## src/rtl/mc_result_collector.sv

```systemverilog
// Collects per-path results from NCORES Monte Carlo cores and accumulates sum (and sum of squares).
// Optional macro MC_COLLECT_SUMSQ_EN builds the square stage; otherwise oSumSq is tied to 0.
module mc_result_collector #(
  parameter int NCORES = 4,
  parameter int ACCW   = 27,
  parameter int CNTW   = 16
) (
  input  logic                     CLK,
  input  logic                     iReset_n,
  input  logic                     iStart,
  input  logic [CNTW-1:0]          iPathTarget,
  input  logic [NCORES*ACCW-1:0]   iAcc,
  input  logic [NCORES-1:0]        iDone,
  input  logic                     iReady,
  output logic [ACCW+CNTW-1:0]     oSum,
  output logic [2*ACCW+CNTW-1:0]   oSumSq,
  output logic                     oValid,
  output logic                     oBusy,
  output logic                     oOverrun
);

  localparam int PW   = (NCORES > 1) ? $clog2(NCORES) : 1;
  localparam int SUMW = ACCW + CNTW;

  typedef enum logic [1:0] {IDLE, COLLECT, DRAIN, DONE} state_e;

  state_e            state_q, state_d;
  logic [ACCW-1:0]   cap_q [NCORES];
  logic [ACCW-1:0]   cap_d [NCORES];
  logic [NCORES-1:0] pend_q, pend_d;
  logic [PW-1:0]     ptr_q, ptr_d;
  logic [CNTW-1:0]   count_q, count_d;
  logic [CNTW-1:0]   target_q, target_d;
  logic              overrun_q, overrun_d;
  logic [ACCW-1:0]   s1_q, s1_d;
  logic              s1Valid_q, s1Valid_d;
  logic [SUMW-1:0]   sum_q, sum_d;
  logic              drainCnt_q, drainCnt_d;

  logic              grantValid;
  logic [PW-1:0]     grantIdx;
  int unsigned       rrIdx;
  logic              accept;
  logic              lastAccept;

  // Round-robin search: first pending slot at or after the pointer, wrapping at NCORES.
  always_comb begin
    grantValid = 1'b0;
    grantIdx   = '0;
    rrIdx      = 0;
    for (int k = 0; k < NCORES; k++) begin
      rrIdx = int'(ptr_q) + k;
      if (rrIdx >= NCORES) rrIdx = rrIdx - NCORES;
      if (!grantValid && pend_q[rrIdx]) begin
        grantValid = 1'b1;
        grantIdx   = PW'(rrIdx);
      end
    end
  end

  assign accept     = (state_q == COLLECT) && grantValid;
  assign lastAccept = accept && ((count_q + CNTW'(1)) == target_q);

  always_ff @(posedge CLK) begin
    if (!iReset_n) state_q <= IDLE;
    else           state_q <= state_d;
  end

  always_comb begin
    state_d = state_q;
    case (state_q)
      IDLE:    if (iStart) state_d = (iPathTarget == '0) ? DONE : COLLECT;
      COLLECT: if (lastAccept) state_d = DRAIN;
      DRAIN:   if (drainCnt_q) state_d = DONE;
      DONE:    if (iReady) state_d = IDLE;
      default: state_d = IDLE;
    endcase
  end

  always_comb begin
    oValid   = (state_q == DONE);
    oBusy    = (state_q == COLLECT) || (state_q == DRAIN);
    oSum     = sum_q;
    oOverrun = overrun_q;
  end

  always_comb begin
    pend_d     = pend_q;
    cap_d      = cap_q;
    ptr_d      = ptr_q;
    count_d    = count_q;
    target_d   = target_q;
    overrun_d  = overrun_q;
    s1_d       = s1_q;
    s1Valid_d  = 1'b0;
    sum_d      = sum_q;
    drainCnt_d = (state_q == DRAIN) ? ~drainCnt_q : 1'b0;
    if (s1Valid_q) sum_d = sum_q + SUMW'(s1_q);
    if (state_q == COLLECT) begin
      // Freeing the accepted slot first lets it be recaptured this cycle without overrun.
      for (int i = 0; i < NCORES; i++) begin
        if (accept && (grantIdx == PW'(i))) pend_d[i] = 1'b0;
        if (iDone[i]) begin
          if (pend_d[i]) begin
            overrun_d = 1'b1;
          end else begin
            cap_d[i]  = iAcc[i*ACCW +: ACCW];
            pend_d[i] = 1'b1;
          end
        end
      end
      if (accept) begin
        s1_d      = cap_q[grantIdx];
        s1Valid_d = 1'b1;
        count_d   = count_q + CNTW'(1);
        ptr_d     = (grantIdx == PW'(NCORES-1)) ? '0 : grantIdx + PW'(1);
      end
      if (lastAccept) pend_d = '0;
    end
    if ((state_q == IDLE) && iStart) begin
      sum_d     = '0;
      count_d   = '0;
      overrun_d = 1'b0;
      target_d  = iPathTarget;
    end
  end

  always_ff @(posedge CLK) begin
    if (!iReset_n) begin
      cap_q      <= '{default: '0};
      pend_q     <= '0;
      ptr_q      <= '0;
      count_q    <= '0;
      target_q   <= '0;
      overrun_q  <= 1'b0;
      s1_q       <= '0;
      s1Valid_q  <= 1'b0;
      sum_q      <= '0;
      drainCnt_q <= 1'b0;
    end else begin
      cap_q      <= cap_d;
      pend_q     <= pend_d;
      ptr_q      <= ptr_d;
      count_q    <= count_d;
      target_q   <= target_d;
      overrun_q  <= overrun_d;
      s1_q       <= s1_d;
      s1Valid_q  <= s1Valid_d;
      sum_q      <= sum_d;
      drainCnt_q <= drainCnt_d;
    end
  end

`ifdef MC_COLLECT_SUMSQ_EN
  localparam int SQW  = 2 * ACCW;
  localparam int SSQW = 2 * ACCW + CNTW;

  logic [SQW-1:0]  sq_q, sq_d;
  logic            sqValid_q, sqValid_d;
  logic [SSQW-1:0] sumSq_q, sumSq_d;

  // Square stage trails the sum stage by one edge; DRAIN is sized to cover it.
  always_comb begin
    sq_d      = SQW'(s1_q) * SQW'(s1_q);
    sqValid_d = s1Valid_q;
    sumSq_d   = sumSq_q;
    if (sqValid_q) sumSq_d = sumSq_q + SSQW'(sq_q);
    if ((state_q == IDLE) && iStart) sumSq_d = '0;
  end

  always_ff @(posedge CLK) begin
    if (!iReset_n) begin
      sq_q      <= '0;
      sqValid_q <= 1'b0;
      sumSq_q   <= '0;
    end else begin
      sq_q      <= sq_d;
      sqValid_q <= sqValid_d;
      sumSq_q   <= sumSq_d;
    end
  end

  assign oSumSq = sumSq_q;
`else
  assign oSumSq = '0;
`endif

endmodule

```

## config.mk

```make
export PLATFORM = sky130hd
export DESIGN_NAME = mc_result_collector
export DESIGN_NICKNAME = d
export VERILOG_FILES = /design/src/rtl/mc_result_collector.sv
export SDC_FILE = /design/constraint.sdc
export NUM_CORES = 1
export LEC_CHECK = 0
export ABC_AREA = 1
export CORE_MARGIN = 1
export CORE_UTILIZATION = 52
export CTS_CLUSTER_SIZE = 16
export DETAILED_ROUTE_END_ITERATION = 6
export PLACE_DENSITY = 0.82
export SYNTH_ARGS = -nofsm -noshare
export SYNTH_HDL_FRONTEND = slang
export SYNTH_SLANG_ARGS = --single-unit
```

## constraint.sdc

```tcl
create_clock -name CLK -period 7.73 [get_ports CLK]
set_clock_uncertainty 0.05 [all_clocks]
set_input_delay 2.319 -clock CLK [delete_from_list [all_inputs] [get_ports CLK]]
set_output_delay 2.319 -clock CLK [all_outputs]
set_load 0.05 [all_outputs]
```

==> impl_metrics.ini <==
[power]
comb_power_share = 0.473
pwr-share-seq = 0.304
intPower_uw = 2949
powerDensity_nw_per_um2 = 362.8
p_sw_uw = 2431
power.leakage_uw = 0.006240
vdd_drop_max_mv = 0.2343
clkPwrFrac = 0.223
netSwitchingFraction = 0.4519
finalPower_uw = 5380

[yosys]
synth_most_common_cell = nor2_1
synth_cell_types = 52
synth_xor_area_frac = 0.01693
synth_top_family_by_area = simple AND/OR/NAND/NOR gates
synth_top_area_share = 0.3543
muxShareOfSynthArea = 0
synth_edf_count = 0
synth_ff_type = dfxtp_1
syn_inst = 1833
synth_seq_cells = 221
synthesis.area_sq_um = 12490
synth.avg_cell_area_sq_um = 6.813
synth_simple_gate_area_frac = 0.2506
yosys.area.top_type = dfxtp_1
synth_seq_area_share = 0.3543
synth_fa_ha_area_frac = 0.03867
synth_warnings = 0
synth-compound-area-share = 0.1968
synthArstFlopShare = 0
synth_common_cells = nor2_1 (308), nand2_1 (286), dfxtp_1 (221)
synthTopCellsByArea = dfxtp_1 (35%), nor2_1 (9.3%), nand2_1 (8.6%)

[timing]
setup_viol = 0
tightest_slew_ps = 1053
maxSlewHeadroom = 0.2982
slew_viol_final = 0
max_freq_ghz = 0.2091
setup_tns_ps = 0
grt_setup_unrepaired = no
finalHoldViolCount = 0
setup_slack_ps = 2948
period_share = 0.6186
period_needed_ps = 4782

[cells_and_area]
fin_util = 0.6299
nets = 2133
syn2layout_area_growth_pct = 18.75
n_antenna_cell = 0
drive_gt1_frac = 0.05045
register_area_sq_um = 4424
num-fill-cells = 2155
multi_input_area_sq_um = 6556

[place]
place_congestion = 0.9220
post-dp-hpwl_um = 23200
dp_slack_ps = 2464
io_buffers = 177

[clock_tree]
clock_sinks = 221
clock_path_buffers = 3
clock_latency_ps = 540
cts_buffers = 25
cts_resized = 0
cts_root_buf = clkbuf_16
h-tree-depth = 1
cts_setup_buffers = 0
cts_tree = done
cts_hold_buf = 0
clk_pin_slew_ps = 60

[grt]
grt_max_degree = 130
grtUsageTotal = 0.2641
grt_pass1_vias = 11010
grt_pass1_wl_um = 52650
grt_overflow = 0
antenna_found_initial = 0

[setup_path]
worst-setup-path-type = in -> reg
cp_cell_sequence = buf_2 -> buf_4 -> clkinv_1 -> buf_4 -> nor2_1 -> clkinv_1 -> nor2_1 -> o21ai_0 -> inv_1
path_buf_inv = 6
reg2reg_slack_ps = 3740
r2r-start = ptr_q[0]
cp-start-kind = input pin
reg2reg_depth = 16
cp-end-kind = flip-flop
slowest_delay_ps = 800
cp.required_ps = 8160
path_delay_family = buffers and inverters
cp_max_fo = 129
slowest_stage = clkinv_1
regToRegEndpoint = cap_q[28]
cp.arrival_ps = 5210

[worst_hold_path]
hold_start = drainCnt_q
hp-class = reg -> reg
hold_depth = 1
holdPathEnd = drainCnt_q

[floorplan]
die_h_um = 157.0
die_w_um = 157.0
num_rows = 56
die-area_sq_um = 24640
start_util = 0.5305
coreArea_sq_um = 23540
ios = 248

[routing]
drc = 0
first_iter_violations = 822
vias = 12010
ant_nets = 0
routed_wl_um = 32330
first_pass_iters = 5
wire_per_inst_um = 14.05
via_per_inst = 5.219

[outcome]
outcome = completed

[job]
drv_cap = 0
-- power groups by stage --
| stage | clock [uW] | combinational, uW | sequential [uW] |
|---|---|---|---|
| detailed placement | 0 | 2510 | 1650 |
| CTS | 1220 | 2530 | 1630 |
| global route | 1260 | 2840 | 1660 |
| floorplan | 0 | 2050 | 1660 |
| finish | 1200 | 2540 | 1640 |
| global placement | 0 | 2450 | 1640 |
-- worst max-delay path by stage --
stage	startpoint	to	cells after the start
floorplan	iReset_n	oSum[6]	7
global placement	iReset_n	oSum[7]	9
detailed placement	iReset_n	oSum[4]	9
CTS	iReset_n	oSum[4]	9
global route	iReset_n	oSum[4]	9
finish	iReset_n	oSum[4]	9
-- layout make-up --
cell class | instances | area share
clock buffer | 37 | 0.04860
clock inverter | 9 | 0.007762
inverter | 209 | 0.05307
multi-input combinational | 1321 | 0.4421
sequential | 221 | 0.2983
tap | 319 | 0.02692
timing repair buffer | 185 | 0.1232
-- registers in the layout (all words and copies together), names as in the netlist --
signal	flops
cap_q	108
oOverrun	1
count_q	16
state_q	2
drainCnt_q	1
ptr_q	2
oSum	43
pend_q	4
s1_q	27
s1Valid_q	1
target_q	16
-- cell usage in the layout (no fill, tap or decap), types with 9 or more instances in the layout --
cell             netlist  final
o211ai_2              16     16
o21ai_1               60     60
dfxtp_1              221    221
nor4_1                 9      9
ha_1                  37     37
o211ai_1              18     18
conb_1                 1     70
nor2_1               308    308
nand3_1               96     95
nor3_1                 9      9
nand4_1               14     14
inv_1                201    201
clkdlybuf4s50_1        0    176
nand2_1              286    285
nand2_2               10     10
o21ai_0              150    150
clkbuf_16              0     25
xor2_1                14     14
a21oi_1              172    172
-- layer usage --
layer / routed length [um] / vias up / track usage
met5: 0 / - / 0
met4: 763 / 0 / 0.07283
met3: 2228 / 54 / 0.03056
met2: 14920 / 424 / 0.4423
met1: 14420 / 5447 / 0.3577
li1: - / 6085 / -
-- metrics by stage --
stage / std cells / instance area, sq um / hold WS (ps)
after floorplan: 1902 / 12750 / 349.8
after global placement: 2255 / 13990 / 372.1
after detailed placement: 2255 / 13990 / 370.0
after CTS: 2301 / 14830 / 378.5
after global routing: 2301 / 14830 / 405.7
final: 2301 / 14830 / 380.6
-- logic make-up (layout without fill, tap and decap cells) --
| family | count (synthesis) | in the layout |
|---|---|---|
| other | 1 | 70 |
| flip-flops | 221 | 221 |
| AO/OA/AOI/OAI | 442 | 442 |
| AND/OR/NAND/NOR | 750 | 750 |
| adder cells (fa/ha/maj) | 38 | 38 |
| XOR/XNOR | 21 | 21 |
| buffers and inverters | 360 | 440 |
Note: power is estimated with default switching activity, not from simulation.
